===== config.mk =====
export PLATFORM = sky130hd
export DESIGN_NAME = pulse_burst_scheduler
export DESIGN_NICKNAME = d
export VERILOG_FILES = /design/src/rtl/pulse_burst_scheduler_pkg.sv /design/src/rtl/pulse_burst_scheduler_ms_tick_gen.sv /design/src/rtl/pulse_burst_scheduler.sv
export SDC_FILE = /design/constraint.sdc
export NUM_CORES = 1
export LEC_CHECK = 0
export ABC_AREA = 1
export ABC_CLOCK_PERIOD_IN_PS = 5500
export BUFFER_PORTS_ARGS = -buffer_cell sky130_fd_sc_hd__buf_2
export CORE_ASPECT_RATIO = 1.25
export CORE_MARGIN = 3
export CORE_UTILIZATION = 55
export DETAILED_ROUTE_END_ITERATION = 10
export GPL_TIMING_DRIVEN = 0
export PLACE_DENSITY = 0.76
export SYNTH_ARGS = -nofsm -noshare
export SYNTH_HDL_FRONTEND = slang
export SYNTH_SLANG_ARGS = --single-unit

===== constraint.sdc =====
create_clock -name sys_clk -period 5.5 [get_ports sys_clk]
set_input_delay 0.275 -clock sys_clk [delete_from_list [all_inputs] [get_ports sys_clk]]
set_output_delay 0.275 -clock sys_clk [all_outputs]
set_load 0.01 [all_outputs]

===== src/rtl/pulse_burst_scheduler_pkg.sv =====
// ---------------------------------------------------------------------------------------------------
// pulse_sched_pkg
//   Shared definitions for the pulse burst scheduler: FSM state encoding, default parameter values
//   and a counter-width helper.
//   Used by: pulse_burst_scheduler (top), ms_tick_gen (prescaler).
// ---------------------------------------------------------------------------------------------------
package pulse_sched_pkg;

   // Scheduler FSM encoding; the numeric values are fixed so they can be read back by firmware.
   typedef enum logic [1:0] {
      IDLE = 2'd0,
      RUN  = 2'd1,
      DONE = 2'd2
   } state_e;

   localparam int unsigned MS_TICKS_DEF = 50000;  // sys_clk cycles per ms at 50 MHz
   localparam int unsigned BURST_W_DEF  = 10;
   localparam int unsigned CYCLE_W_DEF  = 14;

   // Width needed to count 0..n-1; never below 1 so a 1-tick prescaler still has a register.
   function automatic int unsigned cnt_width(input int unsigned n);
      return (n > 1) ? $clog2(n) : 1;
   endfunction

endpackage


===== src/rtl/pulse_burst_scheduler_ms_tick_gen.sv =====
// ---------------------------------------------------------------------------------------------------
// ms_tick_gen
//   Millisecond prescaler. Counts 0..MS_TICKS-1 and flags the last count of each millisecond.
//   A synchronous restart forces the count back to 0 so the next millisecond is aligned to it.
// Ports
//   sys_clk    in   1   system clock
//   rst        in   1   asynchronous reset, active-high
//   i_restart  in   1   synchronous restart (count -> 0 at the next edge)
//   o_tick     out  1   high during the last sys_clk cycle of each millisecond
// ---------------------------------------------------------------------------------------------------
module ms_tick_gen
   import pulse_sched_pkg::*;
#(
   parameter int unsigned MS_TICKS = MS_TICKS_DEF
) (
   input  logic sys_clk,
   input  logic rst,
   input  logic i_restart,
   output logic o_tick
);

   localparam int unsigned    PRE_W = cnt_width(MS_TICKS);
   localparam logic [PRE_W-1:0] LAST = PRE_W'(MS_TICKS - 1);

   logic [PRE_W-1:0] r_cnt;
   logic [PRE_W-1:0] w_cnt_d;
   logic             w_last;

   assign w_last = (r_cnt == LAST);

   always_comb begin
      w_cnt_d = r_cnt + 1'b1;
      if (i_restart || w_last) begin
         w_cnt_d = '0;
      end
   end

   always_ff @(posedge sys_clk or posedge rst) begin
      if (rst) begin
         r_cnt <= '0;
      end else begin
         r_cnt <= w_cnt_d;
      end
   end

   // Not gated by i_restart: the top derives its restart from this tick.
   assign o_tick = w_last;

endmodule


===== src/rtl/pulse_burst_scheduler.sv =====
// ---------------------------------------------------------------------------------------------------
// pulse_burst_scheduler
//   Sequences the DDS pulse generators into a train of bursts. A start command launches N bursts,
//   one every cycle_ms milliseconds; each burst is a one-cycle dds_trig_o. The first trigger follows
//   the start edge directly, later ones come exactly cycle_ms*MS_TICKS cycles apart, and the train
//   completes one full period after the last trigger.
//
//   Optional feature macro: PULSE_SCHED_CONTINUOUS_EN
//     defined   - bursts_num_i == 0 starts a continuous train that runs until stop_i.
//     undefined - bursts_num_i == 0 is rejected with cfg_err_o.
//
// Ports
//   sys_clk       in   1        system clock
//   rst           in   1        asynchronous reset, active-high
//   start_i       in   1        1-cycle start command
//   stop_i        in   1        1-cycle stop command
//   bursts_num_i  in   BURST_W  bursts per train (sampled at start)
//   cycle_ms_i    in   CYCLE_W  burst period in ms (sampled at start)
//   dds_busy_i    in   1        DDS still emitting the previous burst
//   dds_trig_o    out  1        1-cycle burst trigger
//   busy_o        out  1        train in progress
//   burst_idx_o   out  BURST_W  bursts issued in the current train (saturating)
//   done_o        out  1        1-cycle pulse: train completed
//   abort_o       out  1        1-cycle pulse: train stopped
//   cfg_err_o     out  1        1-cycle pulse: start rejected
//   overrun_o     out  1        sticky: trigger issued while dds_busy_i was high
// ---------------------------------------------------------------------------------------------------
module pulse_burst_scheduler
   import pulse_sched_pkg::*;
#(
   parameter int unsigned MS_TICKS = MS_TICKS_DEF,
   parameter int unsigned BURST_W  = BURST_W_DEF,
   parameter int unsigned CYCLE_W  = CYCLE_W_DEF
) (
   input  logic               sys_clk,
   input  logic               rst,
   input  logic               start_i,
   input  logic               stop_i,
   input  logic [BURST_W-1:0] bursts_num_i,
   input  logic [CYCLE_W-1:0] cycle_ms_i,
   input  logic               dds_busy_i,
   output logic               dds_trig_o,
   output logic               busy_o,
   output logic [BURST_W-1:0] burst_idx_o,
   output logic               done_o,
   output logic               abort_o,
   output logic               cfg_err_o,
   output logic               overrun_o
);

   localparam logic [BURST_W-1:0] IDX_MAX = '1;

   state_e             r_state, w_state_d;
   logic [BURST_W-1:0] r_count, w_count_d;  // shadow burst count
   logic [CYCLE_W-1:0] r_cycle, w_cycle_d;  // shadow period in ms
   logic [BURST_W-1:0] r_idx,   w_idx_d;
   logic [CYCLE_W-1:0] r_ms,    w_ms_d;
   logic               r_trig,    w_trig_d;
   logic               r_busy,    w_busy_d;
   logic               r_done,    w_done_d;
   logic               r_abort,   w_abort_d;
   logic               r_cfg_err, w_cfg_err_d;
   logic               r_overrun, w_overrun_d;

   logic w_tick;
   logic w_restart;
   logic w_cfg_bad;
   logic w_cont;
   logic w_expire;
   logic w_more;
   logic w_fire;

`ifdef PULSE_SCHED_CONTINUOUS_EN
   assign w_cfg_bad = (cycle_ms_i == '0);
   assign w_cont    = (r_count == '0);
`else
   assign w_cfg_bad = (cycle_ms_i == '0) || (bursts_num_i == '0);
   assign w_cont    = 1'b0;
`endif

   // Period ends on the last prescaler cycle of the last ms of the period.
   assign w_expire = (r_state == RUN) && w_tick && (r_ms == (r_cycle - 1'b1));
   assign w_more   = w_cont || (r_idx < r_count);
   // stop_i wins over a coinciding period expiry.
   assign w_fire   = w_expire && w_more && !stop_i;
   // Outside RUN both counters are held at 0, so the start edge and each trigger edge align them.
   assign w_restart = (r_state != RUN) || w_fire;

   ms_tick_gen #(
      .MS_TICKS (MS_TICKS)
   ) u_ms_tick_gen (
      .sys_clk   (sys_clk),
      .rst       (rst),
      .i_restart (w_restart),
      .o_tick    (w_tick)
   );

   // ms counter: 0..r_cycle-1 within one period.
   always_comb begin
      w_ms_d = r_ms;
      if (w_restart) begin
         w_ms_d = '0;
      end else if (w_tick) begin
         w_ms_d = r_ms + 1'b1;
      end
   end

   // Next state and next registered outputs.
   always_comb begin
      w_state_d   = r_state;
      w_count_d   = r_count;
      w_cycle_d   = r_cycle;
      w_idx_d     = r_idx;
      w_trig_d    = 1'b0;
      w_busy_d    = 1'b0;
      w_done_d    = 1'b0;
      w_abort_d   = 1'b0;
      w_cfg_err_d = 1'b0;
      // Overrun looks at dds_busy_i during the cycle the trigger is actually driven.
      w_overrun_d = r_overrun | (r_trig & dds_busy_i);

      unique case (r_state)
         IDLE: begin
            if (start_i) begin
               if (w_cfg_bad) begin
                  w_cfg_err_d = 1'b1;
               end else begin
                  w_state_d   = RUN;
                  w_count_d   = bursts_num_i;
                  w_cycle_d   = cycle_ms_i;
                  w_idx_d     = BURST_W'(1);
                  w_trig_d    = 1'b1;
                  w_busy_d    = 1'b1;
                  w_overrun_d = 1'b0;
               end
            end
         end
         RUN: begin
            if (stop_i) begin
               w_state_d = IDLE;
               w_abort_d = 1'b1;
            end else if (w_expire) begin
               if (w_more) begin
                  w_trig_d = 1'b1;
                  w_busy_d = 1'b1;
                  w_idx_d  = (r_idx == IDX_MAX) ? r_idx : r_idx + 1'b1;
               end else begin
                  w_state_d = DONE;
                  w_done_d  = 1'b1;
               end
            end else begin
               w_busy_d = 1'b1;
            end
         end
         DONE: begin
            w_state_d = IDLE;
         end
         default: begin
            w_state_d = IDLE;
         end
      endcase
   end

   always_ff @(posedge sys_clk or posedge rst) begin
      if (rst) begin
         r_state   <= IDLE;
         r_count   <= '0;
         r_cycle   <= '0;
         r_idx     <= '0;
         r_ms      <= '0;
         r_trig    <= 1'b0;
         r_busy    <= 1'b0;
         r_done    <= 1'b0;
         r_abort   <= 1'b0;
         r_cfg_err <= 1'b0;
         r_overrun <= 1'b0;
      end else begin
         r_state   <= w_state_d;
         r_count   <= w_count_d;
         r_cycle   <= w_cycle_d;
         r_idx     <= w_idx_d;
         r_ms      <= w_ms_d;
         r_trig    <= w_trig_d;
         r_busy    <= w_busy_d;
         r_done    <= w_done_d;
         r_abort   <= w_abort_d;
         r_cfg_err <= w_cfg_err_d;
         r_overrun <= w_overrun_d;
      end
   end

   assign dds_trig_o  = r_trig;
   assign busy_o      = r_busy;
   assign burst_idx_o = r_idx;
   assign done_o      = r_done;
   assign abort_o     = r_abort;
   assign cfg_err_o   = r_cfg_err;
   assign overrun_o   = r_overrun;

endmodule

==> impl_summary.log, run 1 <==
INFO  metric result_of_the_run = complete, no violations
INFO  metric timing.critical_path.fanout_max = 10
INFO  metric cts_max_level = 3
INFO  metric first_global_vias = 3,759
INFO  metric fp.dieW = 85.8 µm
INFO  metric global_route.overflow_total = 0
INFO  metric drt_first_pass_iters = 4
INFO  metric numCtsBuffers = 9
INFO  metric synth.area.top_cells = dfrtp_1, nand2_1, nor2_1
INFO  metric synth_cells = 588
INFO  metric diodes = 0
INFO  metric layout.cells.most_common_list = nand2_1, nor2_1, dfrtp_1
INFO  metric synthesized_flop_and_latch_total = 72
INFO  metric crit_path_cell_trace = inv_2 -> ha_1 -> inv_1 -> nor2_1 -> nand2_1 -> nor2_1 -> nand3_1 -> nand2_1 -> nand2_1 -> nor2_1 -> nand2_1 -> nor2_4 -> nand4_4 -> nand2_2 -> buf_6 -> nor2_1
INFO  metric finalCritPeriodShare = 0.414
INFO  metric grt_usage = 0.234
INFO  metric core-area = 7580 µm²
INFO  metric total_routed_length = 9860 µm
INFO  metric setup_viol = 0
INFO  metric final_net_count = 685
INFO  metric synth_seq_area_share = 0.412
INFO  metric worst_max_slew_pin_slew = 0.896 ns
INFO  metric post_synth.cell_area_avg = 7.45 µm²
INFO  metric post-cts-setup-buffer-count = 0
INFO  metric vias_per_cell = 5.26
INFO  metric port_buffers = 44
INFO  metric yosysTopAreaCell = dfrtp_1
INFO  metric static-leakage-power = 2.45 nW
INFO  metric drv_slew = 0
INFO  metric fraction_of_synthesized_cell_area_taken_by_the_top_area_cell_type = 0.412
INFO  metric synth.cell_area = 4380 µm²
INFO  metric clock_skew = 0.0118 ns
INFO  metric rsz_0062_raised_after_global_routing = no
INFO  metric antenna_violations_before_repair = 0
INFO  metric synth_edf_count = 0
INFO  metric dieHeight = 106 µm
INFO  metric worst_ep_arrival = 2.52 ns
INFO  metric clock_sinks = 72
INFO  metric std_cell_rows = 35
INFO  metric cts_hold_buffers = 0
INFO  metric initial_core_util = 0.578
INFO  metric setup.worst_path.start_class = flop
INFO  metric wire_length_of_the_first_global_routing_pass = 16,700 µm
INFO  metric dp.final_hpwl = 7520 µm
INFO  metric drc_marker_count_from_the_first_detailed_route_iteration = 201
INFO  metric worst_path_cell_with_the_longest_stage_delay = dfrtp_1
INFO  metric vdd_ir_drop_max = 0.184 mV
INFO  metric fin_tns_setup = 0 ns
INFO  metric post-place-ws = 3.25 ns
INFO  metric critPathRequiredTime = 5.74 ns
INFO  metric maximum_number_of_pins_on_one_net_before_global_route_repair = 73
INFO  metric synth.net_count = 630
INFO  metric postLayoutSetupSlackWorst = 3.22 ns
INFO  metric final_antenna_net_count = 0
INFO  metric path_class = flop to flop
INFO  metric cts.path.max_buffers = 2
INFO  metric drt_drc_violations_left = 0
INFO  metric critPathCaptureType = flop
INFO  metric post_cts_resized = 0
INFO  metric timing.hold.worst.class = input port to async pin
INFO  metric f_max = 439 MHz
INFO  metric yosys.cell_types.count = 33
INFO  metric clock-root-buffer = clkbuf_8
INFO  metric pin_count = 45
INFO  metric fraction_of_layout_cells_with_a_size_suffix_above_1 = 0.144
INFO  metric cellPowerDensity = 296 nW/µm²
INFO  metric yosys_warnings = 0
INFO  metric main_flop_type_after_synthesis = dfrtp_1
INFO  metric worst_slew_margin_rel = 0.403
INFO  metric area_delta_synth_final = 12.4%
INFO  metric vias = 3,893
INFO  metric max_cap_viols = 0
INFO  metric final_common_cell = nand2_1
INFO  metric rr_startpoint = r_cycle[0]
INFO  metric max_stage_delay = 0.41 ns
INFO  metric place.gp.congestion = 0.871
INFO  metric die_area = 9070 µm²
INFO  metric hold_viol_final = 0
INFO  metric worst-r2r-setup-slack = 3.22 ns
INFO  metric period_needed = 2.28 ns
INFO  metric clkSlewWorstSetupHoldPaths = 0.08 ns
INFO  metric synth_async_reset_ratio = 1.00
INFO  metric routedWlPerCell = 13.3 µm
INFO  metric cts_tree = done
INFO  metric clk_latency = 0.36 ns
INFO  metric timing.critical_path.from = r_cycle[0]
-- state kept, by name (all words and copies together), names as in the netlist --
name and cells:
cfg_err_o 1, burst_idx_o 10, r_count 10, dds_trig_o 1, r_state 2, overrun_o 1
r_ms 14, done_o 1, abort_o 1, busy_o 1, r_cycle 14, u_ms_tick_gen.r_cnt 16
-- power by group --
group	total, mW	internal [mW]	switching, mW
Combinational	0.381	0.136	0.245
Clock	0.435	0.223	0.211
Sequential	0.639	0.583	0.0561
-- logic make-up (layout without fill, tap and decap cells) --
| logic type | Yosys count | count (layout) | share of synthesized area |
|---|---|---|---|
| compound gates | 41 | 41 | 0.0492 |
| xor+xnor | 37 | 37 | 0.0772 |
| fa+ha+maj | 13 | 13 | 0.0372 |
| simple gates | 336 | 336 | 0.345 |
| buf+inv | 89 | 149 | 0.0800 |
| flops | 72 | 72 | 0.412 |
-- path summary, 6_finish.rpt --
path / end / cells after the start
worst max-delay path: r_ms[10] / 16
worst min-delay path: burst_idx_o[6] / 2
worst max register to register: r_ms[10] / 16
worst min register to register: r_count[0] / 2
max in group asynchronous: r_ms[11] / 2
min in group sys_clk: r_count[0] / 3
-- critical path: cells and delay by family (launching register included) --
kind / cells / cell delay (ns)
AND/OR/NAND/NOR: 12 / 1.20
adder cells (fa/ha/maj): 1 / 0.21
flip-flops: 1 / 0.41
buffers and inverters: 3 / 0.34
-- cell usage after synthesis (5+ instances only) --
master    instances
nand3b_1          5
xor2_1           30
a21oi_1           6
nand4_1          12
o21ai_0          23
inv_2            12
o21ai_1           8
nand3_1          39
nor3_1            9
nand2_1         160
inv_1            68
ha_1             13
nor4_1            7
dfrtp_1          72
nor2_1           83
xnor2_1           6
clkbuf_1          5
-- per-stage QoR --
| stage | cell area [µm²] | hold slack [ns] | utilization | power [mW] | cells |
|---|---|---|---|---|---|
| 2_1_floorplan | 4380 | 0.381 | - | 0.919 | 588 |
| 3_3_place_gp | 4710 | 0.472 | 0.622 | 1.01 | 724 |
| 3_5_place_dp | 4720 | 0.473 | 0.622 | 1.03 | 724 |
| 4_1_cts | 4920 | 0.121 | 0.650 | 1.47 | 740 |
| 5_1_grt | 4920 | 0.130 | 0.650 | 1.55 | 740 |
| 6_report | 4920 | 0.116 | 0.650 | 1.45 | 740 |
-- routing by layer --
layer / GRT usage / wire [µm]
met1: 0.276 / 4140
met2: 0.404 / 5010
met3: 0.0446 / 364
met4: 0.110 / 346
met5: 0 / 0
-- cell type report --
| type | instances | area, µm² |
|---|---|---|
| Clock buffer | 10 | 138 |
| Fill cell | 677 | 2660 |
| Sequential cell | 72 | 1800 |
| Multi-Input combinational cell | 427 | 2230 |
| Inverter | 80 | 303 |
| Buffer | 9 | 50.0 |
| Timing Repair Buffer | 44 | 220 |
| Tap cell | 92 | 115 |
| Clock inverter | 6 | 67.6 |
No activity file was read; power rests on OpenSTA's default activity.
==> inputs of run 2 (changes only) <==
--- a/config.mk
+++ b/config.mk
@@ -6,14 +6,14 @@
 export NUM_CORES = 1
 export LEC_CHECK = 0
 export ABC_AREA = 1
-export ABC_CLOCK_PERIOD_IN_PS = 5500
+export ABC_CLOCK_PERIOD_IN_PS = 1800
 export BUFFER_PORTS_ARGS = -buffer_cell sky130_fd_sc_hd__buf_2
 export CORE_ASPECT_RATIO = 1.25
 export CORE_MARGIN = 3
-export CORE_UTILIZATION = 55
+export CORE_UTILIZATION = 54
 export DETAILED_ROUTE_END_ITERATION = 10
 export GPL_TIMING_DRIVEN = 0
-export PLACE_DENSITY = 0.76
+export PLACE_DENSITY = 0.78
 export SYNTH_ARGS = -nofsm -noshare
 export SYNTH_HDL_FRONTEND = slang
 export SYNTH_SLANG_ARGS = --single-unit
==> constraint.sdc (replaced) <==
create_clock -name sys_clk -period 1.8 [get_ports sys_clk]
set_input_delay 0.09 -clock sys_clk [delete_from_list [all_inputs] [get_ports sys_clk]]
set_output_delay 0.09 -clock sys_clk [all_outputs]
set_load 0.01 [all_outputs]
==> run 2 against run 1 <==
Against the previous run: the flow now finishes with violations (negative setup slack); routed wire length up 17%; first-iteration DRC count up 86%; non-clock buffer count up 42; sequential power rose to 3.1 times the previous value; global-route usage up 2.5 points; total power rose to 3.3 times the previous value; cell count up 6.4%; combinational power rose to 3.7 times the previous value; maximum frequency up 5.6%; clock skew down 0.0020 ns; worst setup slack worse by 3.6 ns; register-to-register slack worse by 3.6 ns; critical endpoint is now r_ms[3].
==> impl_summary.log, run 2 (synthesis results as in run 1) <==
INFO  metric clock_sinks = 72 (unchanged)
INFO  metric max_cap_viols = 0 (unchanged)
INFO  metric combinationalPowerShare = 0.300 (+0.038)
INFO  metric f_max = 463 MHz (+5.6%)
INFO  metric clkSlewWorstSetupHoldPaths = 0.09 ns (about the same)
INFO  metric std_cell_rows = 36 (+2.9%)
INFO  metric path_class = flop to flop
INFO  metric timing.critical_path.fanout_max = 5 (-5)
INFO  metric final_common_cell = nand2_1
INFO  metric core-area = 7840 µm² (+3.5%)
INFO  metric seqPwrFrac = 0.414 (-0.025)
INFO  metric diodes = 0 (unchanged)
INFO  metric global_route.overflow_total = 0 (unchanged)
INFO  metric first_global_vias = 4,176 (+11%)
INFO  metric routedWlPerCell = 14.7 µm (+10%)
INFO  metric max_flop_register = u_ms_tick_gen.r_cnt
INFO  metric finalCritPeriodShare = 1.20 (+0.785)
INFO  metric cts_tree = done
INFO  metric final_antenna_net_count = 0 (unchanged)
INFO  metric result_of_the_run = finished, violations left
INFO  metric worst_ep_arrival = 2.42 ns (-0.10 ns)
INFO  metric layout.cells.most_common_list = nand2_1, dfrtp_1, inv_1
INFO  metric vdd_ir_drop_max = 0.680 mV (+270%)
INFO  metric wire_length_of_the_first_global_routing_pass = 18,800 µm (+12%)
INFO  metric power.clock.fraction = 0.285 (-0.014)
INFO  metric drc_marker_count_from_the_first_detailed_route_iteration = 374 (+86%)
INFO  metric die_area = 9230 µm² (+1.7%)
INFO  metric place_inst = 729 (+0.69%)
INFO  metric clock_skew = 0.00980 ns (-0.00197 ns)
INFO  metric largest_register_ffs = 16 (unchanged)
INFO  metric numCtsBuffers = 9 (unchanged)
INFO  metric power_switching = 1.74 mW (+240%)
INFO  metric gr-max-usage-layer = met2
INFO  metric p_sw_frac = 0.367 (+0.0151)
INFO  metric global_route.usage.met2 = 0.450 (+0.0452)
INFO  metric grt_util_met1 = 0.301 (+0.0257)
INFO  metric total_routed_length = 11,500 µm (+17%)
INFO  metric setup_viol = 45 (+45)
INFO  metric grt_met3_use = 0.0423 (-0.00229)
INFO  metric postLayoutSetupSlackWorst = -0.358 ns (-3.58 ns)
INFO  metric dieHeight = 107 µm (+0.87%)
INFO  metric vias_per_cell = 5.44 (+3.4%)
INFO  metric static-leakage-power = 2.67 nW (+9.0%)
INFO  metric clk_latency = 0.37 ns (about the same)
INFO  metric antenna_violations_before_repair = 0 (unchanged)
INFO  metric maximum_number_of_pins_on_one_net_before_global_route_repair = 30 (-59%)
INFO  metric setup.worst_path.start_class = flop
INFO  metric vias = 4,280 (+9.9%)
INFO  metric port_buffers = 44 (unchanged)
INFO  metric sum_of_internal_switching_and_leakage_power = 4.74 mW (+230%)
INFO  metric cellPowerDensity = 860 nW/µm² (+190%)
INFO  metric worst_path_cell_with_the_longest_stage_delay = dfrtp_1
INFO  metric area_delta_synth_final = 25.8%
INFO  metric worst_max_slew_pin_slew = 0.471 ns (-0.425 ns)
INFO  metric rsz_0062_raised_after_global_routing = yes
INFO  metric post-place-ws = -0.474 ns (-3.73 ns)
INFO  metric fp.dieW = 86.5 µm (+0.86%)
INFO  metric fraction_of_layout_cells_with_a_size_suffix_above_1 = 0.225 (+0.0819)
INFO  metric pin_count = 45 (unchanged)
INFO  metric crit_top_cell = nand2_1
INFO  metric clock-root-buffer = clkbuf_8
INFO  metric cts_max_level = 3 (unchanged)
INFO  metric period_needed = 2.16 ns (-0.121 ns)
INFO  metric place.gp.congestion = 0.877 (+0.67%)
INFO  metric filler_cell_count = 615 (-9.2%)
INFO  metric grt_usage = 0.259 (+0.0252)
INFO  metric hold_viol_final = 0 (unchanged)
INFO  metric initial_core_util = 0.559 (-0.0193)
INFO  metric reg.largest.list = u_ms_tick_gen.r_cnt x16, r_cycle x14, r_ms x14
INFO  metric final_cell_count_no_fill = 787 (+6.4%)
INFO  metric critPathRequiredTime = 2.06 ns (-3.68 ns)
INFO  metric timing.hold.worst.class = input port to flop
INFO  metric critPathCaptureType = flop
INFO  metric drt_drc_violations_left = 0 (unchanged)
INFO  metric crit_path_cell_trace = inv_2 -> ha_4 -> inv_2 -> nor2_1 -> nand2_1 -> nor2_2 -> nand3_1 -> nand2_1 -> nand2_1 -> nor2_1 -> nand2_1 -> nor2_4 -> nand4_4 -> nand2_4 -> buf_6 -> nor2_2
INFO  metric max_stage_delay = 0.42 ns (about the same)
INFO  metric drt_first_pass_iters = 5 (+1)
INFO  metric dp.final_hpwl = 7700 µm (+2.4%)
INFO  metric failed_checks = negative setup slack
INFO  metric cts.path.max_buffers = 2 (unchanged)
INFO  metric intPower = 3.00 mW (+220%)
INFO  metric drv_slew = 0 (unchanged)
INFO  metric final_net_count = 729 (+6.4%)
INFO  metric worst_slew_margin_rel = 0.686 (+0.283)
==> run 2: cell count changes in the layout (fill, tap and decap cells not counted), sizes merged <==
cell | before | now
buf | 48 | 70
dlygate4sd3 | 0 | 20
clkbuf | 15 | 14
inv | 81 | 82
nand2 | 164 | 165
nand3 | 41 | 42
==> run 2: routing by layer <==
metal,wire (µm),up-vias
met5,0,-
met1,4450,2042
met3,501,41
li1,-,2056
met2,6140,141
met4,455,0
==> run 2: worst max-delay path: cells and delay by family (launching register included) <==
family | cells | cell delay (ns)
flops | 1 | 0.42
buf+inv | 3 | 0.28
fa+ha+maj | 1 | 0.15
simple gates | 12 | 1.19
==> run 2: metrics by stage <==
stage | hold WS (ns) | setup TNS (ns) | instance area, µm² | util
floorplan | 0.196 | -0.987 | 4400 | -
global placement | 0.315 | -13.45 | 4740 | 0.605
detailed placement | 0.110 | -15.94 | 4780 | 0.610
CTS | 0.00403 | -11.75 | 5370 | 0.686
global route | 0.0279 | -18.30 | 5510 | 0.703
finish | 0.0127 | -14.29 | 5510 | 0.703
==> run 2: final timing paths <==
check | from | end | slack (ns) | cells past startpoint
max reg2reg | r_cycle[0] | r_ms[3] | -0.36 | 16
min | cycle_ms_i[3] | r_cycle[3] | 0.01 | 3
min reg2reg | r_count[0] | r_count[0] | 0.50 | 2
max | r_cycle[0] | r_ms[3] | -0.36 | 16
max in group asynchronous | rst | r_count[0] | 0.83 | 5
min in group asynchronous | rst | burst_idx_o[1] | 0.26 | 3
==> run 2: area by class of cell <==
cell class                 count  area (µm²)  area share
clock buffer                   9         124      0.0225
clock inverter                 7        77.6      0.0141
timing repair buffer          86         633       0.115
tap                           95         119      0.0216
multi-input combinational    429        2390       0.434
sequential                    72        1800       0.328
inverter                      80         304      0.0552
buffer                         9        56.3      0.0102
==> run 2: power by group through the flow <==
stage	clock (mW)	combinational, mW	sequential, mW
finish	1.35	1.42	1.96
global route	1.42	1.60	1.98
CTS	1.36	1.33	1.96
detailed placement	0	1.18	1.99
global placement	0	1.13	1.98
floorplan	0	0.869	1.96
==> run 2: repair_timing <==
action	4_1_cts	5_1_grt
hold endpoints to repair	35	0
pin swaps	7	1
gates resized for setup	18	37
setup endpoints to repair	45	62
gates cloned	4	0
buffers inserted	13	5
hold buffers	20	0
